**src/rtl/synth_cmd_decoder.sv**
```systemverilog
// ============================================================================
// Module   : synth_cmd_decoder
// Purpose  : Parses header/data words from the SPI FIFO into register writes
//            and a backpressured sample stream. Macro SYNTH_CMD_ERR_CNT_EN
//            enables the saturating frame-error counter.
// Revision : 1.0 - initial release
// ============================================================================
`default_nettype none

module synth_cmd_decoder (
  input  logic        synth_clk,
  input  logic        rst_n,
  input  logic [31:0] word_data,
  input  logic        word_valid,
  output logic        word_read,
  output logic        reg_wr_en,
  output logic [7:0]  reg_addr,
  output logic [31:0] reg_wr_data,
  output logic [31:0] smp_data,
  output logic        smp_valid,
  input  logic        smp_ready,
  output logic        frame_err,
  output logic [15:0] err_count,
  output logic        idle
);

  localparam logic [7:0] c_OP_NOP    = 8'h00;
  localparam logic [7:0] c_OP_WRITE  = 8'h01;
  localparam logic [7:0] c_OP_BURST  = 8'h02;
  localparam logic [7:0] c_OP_STREAM = 8'h03;

  typedef enum logic [1:0] {
    S_IDLE   = 2'd0,
    S_WR     = 2'd1,
    S_BURST  = 2'd2,
    S_STREAM = 2'd3
  } state_t;

  state_t      r_state;
  logic [1:0]  r_rst_sync;
  logic [7:0]  r_addr;
  logic [15:0] r_cnt;
  logic        w_run;
  logic        w_word_read;
  logic        w_last;
  logic [7:0]  w_hdr_op;
  logic [7:0]  w_hdr_addr;
  logic [15:0] w_hdr_cnt;

  assign w_hdr_op   = word_data[31:24];
  assign w_hdr_addr = word_data[23:16];
  assign w_hdr_cnt  = word_data[15:0];
  assign w_last     = (r_cnt == 16'd1);

  // Reset asserts asynchronously but the FIFO is only read two edges after release.
  always_ff @(posedge synth_clk or negedge rst_n) begin
    if (!rst_n) begin
      r_rst_sync <= 2'b00;
    end else begin
      r_rst_sync <= {r_rst_sync[0], 1'b1};
    end
  end

  assign w_run = r_rst_sync[1];

  always_comb begin
    w_word_read = 1'b0;
    if (w_run && word_valid) begin
      if (r_state == S_STREAM) begin
        w_word_read = !smp_valid || smp_ready;
      end else begin
        w_word_read = 1'b1;
      end
    end
  end

  assign word_read = w_word_read;
  assign idle      = (r_state == S_IDLE) && !smp_valid;

  always_ff @(posedge synth_clk or negedge rst_n) begin
    if (!rst_n) begin
      r_state     <= S_IDLE;
      r_addr      <= 8'h00;
      r_cnt       <= 16'h0000;
      reg_wr_en   <= 1'b0;
      reg_addr    <= 8'h00;
      reg_wr_data <= 32'h0000_0000;
      smp_data    <= 32'h0000_0000;
      smp_valid   <= 1'b0;
      frame_err   <= 1'b0;
    end else begin
      reg_wr_en <= 1'b0;
      frame_err <= 1'b0;
      if (smp_valid && smp_ready) begin
        smp_valid <= 1'b0;
      end
      if (w_word_read) begin
        case (r_state)
          S_IDLE: begin
            r_addr <= w_hdr_addr;
            r_cnt  <= w_hdr_cnt;
            case (w_hdr_op)
              c_OP_NOP:    r_state <= S_IDLE;
              c_OP_WRITE:  r_state <= S_WR;
              c_OP_BURST:  r_state <= (w_hdr_cnt != 16'd0) ? S_BURST : S_IDLE;
              c_OP_STREAM: r_state <= (w_hdr_cnt != 16'd0) ? S_STREAM : S_IDLE;
              default:     frame_err <= 1'b1;
            endcase
          end
          S_WR: begin
            reg_wr_en   <= 1'b1;
            reg_addr    <= r_addr;
            reg_wr_data <= word_data;
            r_state     <= S_IDLE;
          end
          S_BURST: begin
            reg_wr_en   <= 1'b1;
            reg_addr    <= r_addr;
            reg_wr_data <= word_data;
            r_addr      <= r_addr + 8'd1;
            r_cnt       <= r_cnt - 16'd1;
            if (w_last) begin
              r_state <= S_IDLE;
            end
          end
          S_STREAM: begin
            smp_data  <= word_data;
            smp_valid <= 1'b1;
            r_cnt     <= r_cnt - 16'd1;
            if (w_last) begin
              r_state <= S_IDLE;
            end
          end
          default: r_state <= S_IDLE;
        endcase
      end
    end
  end

`ifdef SYNTH_CMD_ERR_CNT_EN
  logic [15:0] r_err_count;

  always_ff @(posedge synth_clk or negedge rst_n) begin
    if (!rst_n) begin
      r_err_count <= 16'h0000;
    end else if (frame_err && (r_err_count != 16'hFFFF)) begin
      r_err_count <= r_err_count + 16'd1;
    end
  end

  assign err_count = r_err_count;
`else
  assign err_count = 16'h0000;
`endif

endmodule

`default_nettype wire

```
**config.mk**
```make
export PLATFORM = sky130hd
export DESIGN_NAME = synth_cmd_decoder
export DESIGN_NICKNAME = d
export VERILOG_FILES = /design/src/rtl/synth_cmd_decoder.sv
export SDC_FILE = /design/constraint.sdc
export NUM_CORES = 1
export LEC_CHECK = 0
export ABC_AREA = 1
export CAP_MARGIN = 20
export CORE_ASPECT_RATIO = 0.5
export CORE_MARGIN = 3
export CORE_UTILIZATION = 54
export CTS_BUF_LIST = sky130_fd_sc_hd__clkbuf_4 sky130_fd_sc_hd__clkbuf_8
export CTS_CLUSTER_DIAMETER = 40
export DETAILED_ROUTE_END_ITERATION = 6
export GPL_TIMING_DRIVEN = 0
export PLACE_DENSITY = 0.95
export SLEW_MARGIN = 10
export SYNTH_ARGS = -nofsm -noshare
export SYNTH_HDL_FRONTEND = slang
export SYNTH_SLANG_ARGS = --single-unit
```
**constraint.sdc**
```tcl
create_clock -name synth_clk -period 2.9 [get_ports synth_clk]
set_input_delay 0.435 -clock synth_clk [delete_from_list [all_inputs] [get_ports synth_clk]]
set_output_delay 0.435 -clock synth_clk [all_outputs]
set_load 0.1 [all_outputs]
```
==> results of run 1 <==
==> cell families (layout without fill, tap and decap cells) <==
family                     after synthesis  after routing  synth area share [%]
AOI/OAI and AO/OA                      123            123                  13.4
adders and majority gates                8              8                  2.02
buffers and inverters                  107            236                  10.9
DFF                                    103            103                  52.1
other                                    2             17                 0.152
and+or+nand+nor                        258            258                  21.4
==> sequential cells by signal, summed over array words and instances, names as in the netlist <==
name,cells
reg_wr_data,32
smp_data,32
r_cnt,16
r_addr,8
reg_addr,8
r_rst_sync,2
r_state,2
frame_err,1
reg_wr_en,1
smp_valid,1
==> layer usage <==
| layer | GRT usage [%] | vias to the layer above | part of all wire, % |
|---|---|---|---|
| met2 | 47.6 | 201 | 50 |
| met5 | 0 | - | 0 |
| met4 | 8.49 | 0 | 2.1 |
| met1 | 31.1 | 2116 | 41 |
| li1 | - | 2139 | - |
| met3 | 5.92 | 22 | 6.4 |
==> cell usage after synthesis <==
library cell	count
ha_1	8
nand4_1	3
nand2_1	169
o2bb2ai_1	2
nand3_2	1
inv_4	1
a21oi_2	1
o21ai_0	65
nand2_2	10
nand2_4	1
buf_6	4
buf_4	24
conb_1	2
clkbuf_2	2
o21ai_1	27
nor3_1	1
inv_1	67
o22ai_1	1
buf_2	8
nor2_1	43
inv_2	1
o21a_1	1
nor2_2	4
o21ai_2	7
nand3_1	26
dfrtp_1	103
o211ai_1	3
a21oi_1	16
==> power by group through the flow <==
stage	Clock (mW)	Combinational, mW	Sequential (mW)
finish	0.855	0.496	1.54
global placement	0	0.477	1.56
global route	0.939	0.541	1.55
CTS	0.872	0.495	1.54
detailed placement	0	0.493	1.56
floorplan	0	0.273	1.62
==> area by class of cell <==
type                    count  area [sq um]
flip-flops and latches    103          2580
fillers                   570          1960
multi-input cells         406          1890
repair buffers            113          1140
plain buffers              38           275
inverters                  69           262
clock buffers              13           166
well taps                 112           140
clock inverters             3          17.5
==> worst paths after layout <==
kind,endpoint,slack [ps],cells past startpoint
max in group asynchronous,smp_data[27],2130,2
setup reg to reg,r_cnt[8],980,8
setup / recovery,word_read,220,5
hold / removal,r_cnt[13],50,1
min in group synth_clk,r_rst_sync[1],360,0
hold reg to reg,r_rst_sync[1],360,0
==> metrics by stage <==
step / utilization (%) / power (mW) / std cells / worst slack [ps]
finish: 76.7 / 2.89 / 857 / 224
global route: 76.7 / 3.03 / 857 / 82.0
CTS: 76.7 / 2.90 / 857 / 214
detailed placement: 74.6 / 2.06 / 841 / 86.4
global placement: 74.3 / 2.04 / 840 / -2360
floorplan: - / 1.89 / 616 / 287
==> cells in the final DEF (no fill, tap or decap) <==
cell type / Yosys / routed
a21oi_1: 16 / 16
a21oi_2: 1 / 1
buf_16: 0 / 1
buf_2: 8 / 8
buf_4: 24 / 25
buf_6: 4 / 4
clkbuf_2: 2 / 2
clkbuf_4: 0 / 2
clkbuf_8: 0 / 11
clkdlybuf4s50_1: 0 / 109
clkinv_2: 0 / 2
clkinvlp_4: 0 / 1
conb_1: 2 / 17
dfrtp_1: 103 / 103
dlygate4sd2_1: 0 / 2
ha_1: 8 / 8
inv_1: 67 / 67
inv_2: 1 / 1
inv_4: 1 / 1
nand2_1: 169 / 169
nand2_2: 10 / 10
nand2_4: 1 / 1
nand3_1: 26 / 26
nand3_2: 1 / 1
nand4_1: 3 / 3
nor2_1: 43 / 43
nor2_2: 4 / 4
nor3_1: 1 / 1
o211ai_1: 3 / 3
o21a_1: 1 / 1
o21ai_0: 65 / 65
o21ai_1: 27 / 27
o21ai_2: 7 / 7
o22ai_1: 1 / 1
o2bb2ai_1: 2 / 2
==> flow_summary_export.csv, run 1 <==
group,metric,value,unit
timing,tns,0,ps
yosys,ys_seq_area_share,52.1,%
detailed_routing,ant_nets,0,
timing,fin_crit_sh,92.3,%
clock_tree,cts_buffers,9,
worst_setup_path,end_kind,"output pin",
clock_tree,cts_htree_levels,3,
detailed_routing,vias,4478,
worst_setup_path,worstPathRequired,2470,ps
power_and_ir_drop,p_seq_share,53.2,%
clock_tree,cts_root_buffer,"clkbuf_8",
global_routing,grt_pass1_vias,4408,
clock_tree,cts_repair_resize_count,2,
worst_setup_path,setup.worst_path.start,"r_state[0]",
power_and_ir_drop,clockPowerShare,29.6,%
worst_setup_path,cp_slowest_cell,"dlygate4sd2_1",
place,dp_hpwl,9790,um
timing,tightest_slew,1020,ps
power_and_ir_drop,swShare,30.6,%
clock_tree,holdBufCountCts,0,
global_routing,overflow,0,
run,drv_cap,0,
global_routing,grt_pass1_wl,21100,um
timing,period_minus_slack,2680,ps
worst_hold_path,min-delay-path-class,"in2async",
global_routing,track_usage,26.0,%
global_routing,antenna_found_initial,0,
clock_tree,clkTransAtPathRegs,90,ps
worst_setup_path,rr_startpoint,"r_state[0]",
worst_setup_path,max_stage_delay,880,ps
power_and_ir_drop,power.internal,2.01,mW
yosys,syn_inst,601,
place,placed_area,0.00629,sq mm
yosys,yosys_warnings,0,
timing,worst_hold_slack,45.9,ps
detailed_routing,first_pass_iters,5,
timing,rsz0062_at_grt,"no",
worst_setup_path,crit_type,"reg2out",
yosys,synth_area_leaders,"dfrtp_1 52%, nand2_1 13%, o21ai_0 6.6%",
floorplan,die_h,73.7,um
worst_setup_path,path_cells,"ha_1 > nand3_2 > nand2_4 > inv_4 > dlygate4sd2_1",
clock_tree,postCtsSetupRepairBufs,0,
layout,insertedDiodeCount,0,
place,place.gp.congestion,0.951,
yosys,avgSynthCellArea,8.23,sq um
clock_tree,tritoncts,"yes",
floorplan,io_pins,129,
floorplan,placementRows,23,
worst_setup_path,crit_arrival,2240,ps
timing,slew_headroom,31.6,%
clock_tree,cts_buffer_depth,2,
yosys,yosysUniqueCellTypes,28,
timing,timing.fmax,0.374,GHz
clock_tree,clock-sinks,103,
timing,hold_viol,0,
outcome,status,"completed",
worst_setup_path,crit_buf_inv,2,
yosys,yosysTopAreaCell,"dfrtp_1",
power_and_ir_drop,pwr_density_cell,447,mW/mm^2
timing,slew_viol_final,0,
worst_setup_path,path_max_fanout,5,
detailed_routing,drt_wl_total,13200,um
power_and_ir_drop,ir_drop,315,uV
layout,drive_above_1_share,11.0,%
floorplan,die_w,141,um
floorplan,initial_core_util,58.6,%
timing,finalSetupViolations,0,
yosys,yosysTopAreaCellShare,52.1,%
layout,syn_to_final_growth,30.8,%
floorplan,coreArea,0.00843,sq mm
detailed_routing,drt_iter0_drc,412,
detailed_routing,post_drt_wl_per_cell,15.4,um
timing,fin_skew,8.35,ps
yosys,synth_seq_cells,103,
place,portBuffers,112,
worst_setup_path,critPathLaunchType,"register",
clock_tree,clock_latency,380,ps
detailed_routing,drcViolationCount,0,
power_and_ir_drop,share_comb_of_total_power,17.2,%
worst_setup_path,path_delay_family,"buffers and inverters",
detailed_routing,viasPerCell,5.23,
layout,nets,784,
floorplan,die_area,0.0104,sq mm
power_and_ir_drop,p_sw,0.883,mW
global_routing,grt_max_degree,61,
power_and_ir_drop,leakagePower,3.12,nW
layout,fin_area,0.00647,sq mm
yosys,netlist_area,0.00494,sq mm
(Power assumes the default switching activity.)
==> run 2, diff against run 1 <==
- CAP_MARGIN: 20 -> unset
==> results of run 2 <==
No change in the layout: final DEF, timing and power equal those of run 1.
==> run 3, diff against run 2 <==
- RECOVER_POWER: unset -> 100
- SLEW_MARGIN: 10 -> unset
==> run 3 against run 2 <==
Effect of this change: the flow now finishes with violations (max-capacitance violations, max-slew violations); clock power increased by 0.9%; sequential share of layout area up 0.52 points; register-to-register slack worse by 420 ps; combinational power down 1%; final cell count unchanged; hold slack improved by 310 ps; critical endpoint unchanged; largest power group unchanged; highest routed layer unchanged.
==> flow_summary_export.csv, run 3 (synthesis results as in run 1) <==
group,metric,value,unit
outcome,status,"finished, violations left",
outcome,failed_checks,"max-capacitance violations, max-slew violations",
worst_setup_path,end_kind,"output pin",
detailed_routing,vias,4480,
detailed_routing,ant_nets,0,
layout,drive_above_1_share,7.92,%
clock_tree,tritoncts,"yes",
timing,rsz0062_at_grt,"no",
clock_tree,postCtsSetupRepairBufs,0,
detailed_routing,dr_wl_met3,813,um
layout,nets,784,
timing,slew_viol_final,44,
worst_setup_path,r2r_end,"smp_data[0]",
layout,insertedDiodeCount,0,
power_and_ir_drop,share_comb_of_total_power,17.0,%
clock_tree,cts_root_buffer,"clkbuf_8",
place,dp_slack,86.4,ps
detailed_routing,met1_length,5440,um
worst_setup_path,cp_slowest_cell,"clkbuf_1",
global_routing,antenna_found_initial,0,
layout,syn_to_final_growth,29.1,%
worst_setup_path,r2r_slack,560,ps
timing,fin_ws,175,ps
timing,hold_viol,0,
worst_setup_path,crit_buf_inv,2,
layout,top_regs,"reg_wr_data: 32 flops, smp_data: 32 flops, r_cnt: 16 flops",
worst_hold_path,worstHoldStart,"r_rst_sync[0]",
worst_hold_path,min_path_cells,0,
timing,slew_headroom,-64.0,%
timing,fin_skew,11.1,ps
power_and_ir_drop,p_seq_share,53.2,%
place,place.gp.congestion,0.951,
power_and_ir_drop,power.internal,2.00,mW
power_and_ir_drop,leakagePower,3.32,nW
worst_setup_path,max_stage_delay,890,ps
global_routing,grt_max_degree,61,
place,portBuffers,112,
global_routing,grt_pass1_vias,4408,
detailed_routing,drt_wl_total,13200,um
clock_tree,cts_htree_levels,3,
timing,timing.fmax,0.367,GHz
global_routing,track_usage,26.0,%
run,drv_cap,1,
clock_tree,clock_latency,380,ps
global_routing,overflow,0,
detailed_routing,drcViolationCount,0,
worst_setup_path,reg2reg_depth,8,
worst_setup_path,critPathLaunchType,"register",
layout,fillers,596,
power_and_ir_drop,ir_drop,312,uV
floorplan,coreArea,0.00843,sq mm
power_and_ir_drop,clockPowerShare,29.8,%
detailed_routing,highest_layer,"met4",
power_and_ir_drop,p_sw,0.890,mW
timing,finalSetupViolations,0,
power_and_ir_drop,total_power,2.89,mW
place,dp_hpwl,9790,um
detailed_routing,met2WireLength,6700,um
floorplan,placementRows,23,
detailed_routing,drt_iter0_drc,368,
floorplan,die_w,141,um
clock_tree,clkTransAtPathRegs,100,ps
timing,tns,0,ps
worst_setup_path,path_delay_family,"buffers and inverters",
floorplan,io_pins,129,
detailed_routing,viasPerCell,5.23,
floorplan,initial_core_util,58.6,%
floorplan,die_area,0.0104,sq mm
worst_setup_path,path_cells,"ha_1 > nand3_1 > nand2_4 > inv_4 > clkbuf_1",
worst_setup_path,worstPathRequired,2470,ps
clock_tree,cts_buffer_depth,2,
power_and_ir_drop,pwr_density_cell,453,mW/mm^2
worst_setup_path,crit_type,"reg2out",
worst_setup_path,crit_arrival,2290,ps
layout,final_common_cell,"nand2_1",
timing,tightest_slew,2460,ps
detailed_routing,first_pass_iters,5,
floorplan,die_h,73.7,um
detailed_routing,post_drt_wl_per_cell,15.4,um
timing,fin_crit_sh,94.0,%
global_routing,grt_pass1_wl,21100,um
worst_hold_path,holdPathEnd,"r_rst_sync[1]",
timing,period_minus_slack,2720,ps
layout,layout_common_cells,"170 x nand2_1, 103 x dfrtp_1, 90 x o21ai_0",
power_and_ir_drop,swShare,30.8,%
worst_setup_path,rr_startpoint,"r_state[0]",
clock_tree,cts_buffers,9,
clock_tree,clock-sinks,103,
worst_hold_path,min-delay-path-class,"reg2reg",
worst_setup_path,path_max_fanout,5,
run 3: cell count changes in the layout (fill, tap and decap cells not counted), moves of 3 or more:
cell,delta
clkdlybuf4s50_1,-76
buf_4,-5
o21ai_0,+25
clkbuf_1,+18
o21ai_1,-22
buf_6,-3
dlygate4sd3_1,+76
o21ai_2,-3
buf_2,-6
run 3: worst register-to-register path: stages, from the launching register on:
cell and delay [ps]:
dfrtp_1 430, ha_1 230, nand3_1 130, nand2_4 120, inv_4 60, nand2_2 60, clkbuf_1 390, clkbuf_1 570
o21ai_0 200
run 3: how the worst max path moves through the flow:
stage / start / end / slack (ps) / cells past startpoint
after floorplan: smp_valid / idle / 290 / 1
after global placement: rst_n / reg_wr_en / -2360 / 1
after detailed placement: smp_ready / word_read / 90 / 6
after CTS: r_state[0] / word_read / 210 / 5
after global routing: r_state[0] / word_read / 100 / 5
final: r_state[0] / word_read / 180 / 5
run 3: cell type report:
cell class / count / area [sq um] / share of cell area (%)
plain buffers: 38 / 228 / 3.57
clock buffers: 13 / 166 / 2.61
clock inverters: 3 / 17.5 / 0.274
inverters: 69 / 262 / 4.10
multi-input cells: 406 / 1860 / 29.2
flip-flops and latches: 103 / 2580 / 40.4
well taps: 112 / 140 / 2.19
repair buffers: 113 / 1130 / 17.7
run 3: repair_timing:
| action | 4_1_cts | 5_1_grt |
|---|---|---|
| resized for setup | 2 | 0 |
| hold buffers | 0 | 0 |
| setup endpoints to repair | 2 | 0 |
run 3: metal layers:
| layer | vias to the layer above | GRT usage (%) |
|---|---|---|
| li1 | 2143 | - |
| met1 | 2111 | 31.1 |
| met2 | 203 | 47.6 |
| met3 | 23 | 5.92 |
| met4 | 0 | 8.49 |
| met5 | - | 0 |
run 3: power by group through the flow:
stage                     logic [mW]  clock network (mW)  registers (mW)
after global placement         0.477                   0            1.56
after detailed placement       0.493                   0            1.56
after CTS                      0.495               0.872            1.54
final                          0.491               0.863            1.54
after floorplan                0.273                   0            1.62
after global routing           0.535               0.939            1.54
run 3: metrics by stage:
| step | cells | instance area, sq um | hold WS [ps] | utilization, % |
|---|---|---|---|---|
| finish | 857 | 6380 | 357 | 75.7 |
| global route | 857 | 6380 | 381 | 75.7 |
| CTS | 857 | 6470 | 64.7 | 76.7 |
| detailed placement | 841 | 6290 | 336 | 74.6 |
| global placement | 840 | 6260 | 332 | 74.3 |
| floorplan | 616 | 5000 | 139 | - |
==> variant: new RTL, config.mk and constraints of run 2 <==
Encoding of `state_t`: now one-hot (4 bits for 4 states).
--- a/src/rtl/synth_cmd_decoder.sv
+++ b/src/rtl/synth_cmd_decoder.sv
@@ -29,11 +29,11 @@
   localparam logic [7:0] c_OP_BURST  = 8'h02;
   localparam logic [7:0] c_OP_STREAM = 8'h03;
 
-  typedef enum logic [1:0] {
-    S_IDLE   = 2'd0,
-    S_WR     = 2'd1,
-    S_BURST  = 2'd2,
-    S_STREAM = 2'd3
+  typedef enum logic [3:0] {
+    S_IDLE   = 4'b0001,
+    S_WR     = 4'b0010,
+    S_BURST  = 4'b0100,
+    S_STREAM = 4'b1000
   } state_t;
 
   state_t      r_state;
Formal check against the unedited RTL: no difference found for any inputs over 10 cycles, from zero or initial values and one cycle with rst_n low; not proved beyond that.
==> variant against run 2 <==
  * Worst setup slack worse by 0.042 ns
  * Area after synthesis is 1.1% higher
  * Sequential cell count rose by 2
  * Global-route usage increased by 0.76 points
  * Wire length is 3.2% higher
  * Cell area grew 1.3%
  * Register-to-register slack better by 0.13 ns
Power is not compared: it rests on default switching activity, and its combinational part moved more than twofold at a synthesized area within 25%.
==> variant: results <==
metrics = {
    "critical_path": {
        "path_max_fanout": 7,
        "endpoint": "idle",
        "path_delay_family": "buffers and inverters",
        "r2r-end": "r_cnt[11]$_DFFE_PN0P_",
        "rrSetupSlack_ns": 1.11,
        "cpPeakStageDelay_ns": 0.85,
        "crit_start": "r_state[0]$_DFFE_PN1P_",
        "reg2reg_depth": 9,
        "crit_arrival_ns": 2.28,
    },
    "place": {
        "gp_congestion": 0.895,
        "placed_area_sq_um": 6350,
        "place_ws_ns": 0.0432,
        "place_hpwl_microns": 9700,
        "port_buffers": 112,
    },
    "grt": {
        "gr-usage-met1": 0.316,
        "grt_pass1_wl_microns": 22100,
        "grtUsageMet3": 0.0751,
        "grt_pass1_vias": 4590,
        "grt_max_degree": 89,
        "use_met2": 0.469,
        "track_usage": 0.268,
    },
    "logic_synthesis": {
        "yosysSeqAreaShare": 0.526,
        "synth_cells": 628,
        "yosysUniqueCellTypes": 26,
        "synthTopCellsByCount": "nand2_1, dfrtp_1, o21ai_1",
        "yosysWarnings": 0,
        "synth_area_leaders": "dfrtp_1, nand2_1, o21ai_1",
    },
    "detailed_routing": {
        "wl_met1_microns": 5430,
        "routed-wl-met3_microns": 965,
        "vias": 4760,
        "vias_per_cell": 5.35,
        "routedWlPerCell_microns": 15.3,
        "met2WireLength_microns": 6770,
        "first_iter_violations": 483,
    },
    "finish": {
        "nNetsFinal": 807,
        "drive_gt1_frac": 0.0983,
        "reg.largest.list": "reg_wr_data: 32 flops, smp_data: 32 flops, r_cnt: 16 flops",
    },
    "cts": {
        "insertion_delay_ns": 0.40,
    },
    "power": {
        "p_sw_frac": 0.417,
    },
    "timing": {
        "timing.final.ws_setup_ns": 0.182,
        "hold_slack_ns": 0.368,
        "worst_pin_slew_ns": 1.02,
        "skew_ns": 0.0161,
    },
    "run_status": {
        "status": "complete, no violations",
    },
    "worst_hold_path": {
        "timing.hold.worst.class": "flip-flop to flip-flop",
    },
}
[variant: area by class of cell]
cell class	count	area, sq um
tap	117	146
multi-input combinational	425	1890
clock inverter	4	33.8
inverter	74	278
fill	589	2310
buffer	39	263
timing repair buffer	114	1160
clock buffer	12	159
sequential	105	2630
[variant: kinds of logic after synthesis]
kind of cell	share of synthesized area
AND/OR/NAND/NOR	0.242
buffers and inverters	0.108
AO/OA/AOI/OAI	0.113
flip-flops	0.526
adder cells (fa/ha/maj)	0.00751
other	0.00150
XOR/XNOR	0.00175
[variant: repair_timing]
| item | 4_1_cts | 5_1_grt |
|---|---|---|
| hold buffers | 1 | 0 |
| endpoints found under the setup margin | 2 | 0 |
| buffers inserted | 0 | 0 |
| hold endpoints to repair | 17 | 0 |
| resized for setup | 2 | 0 |
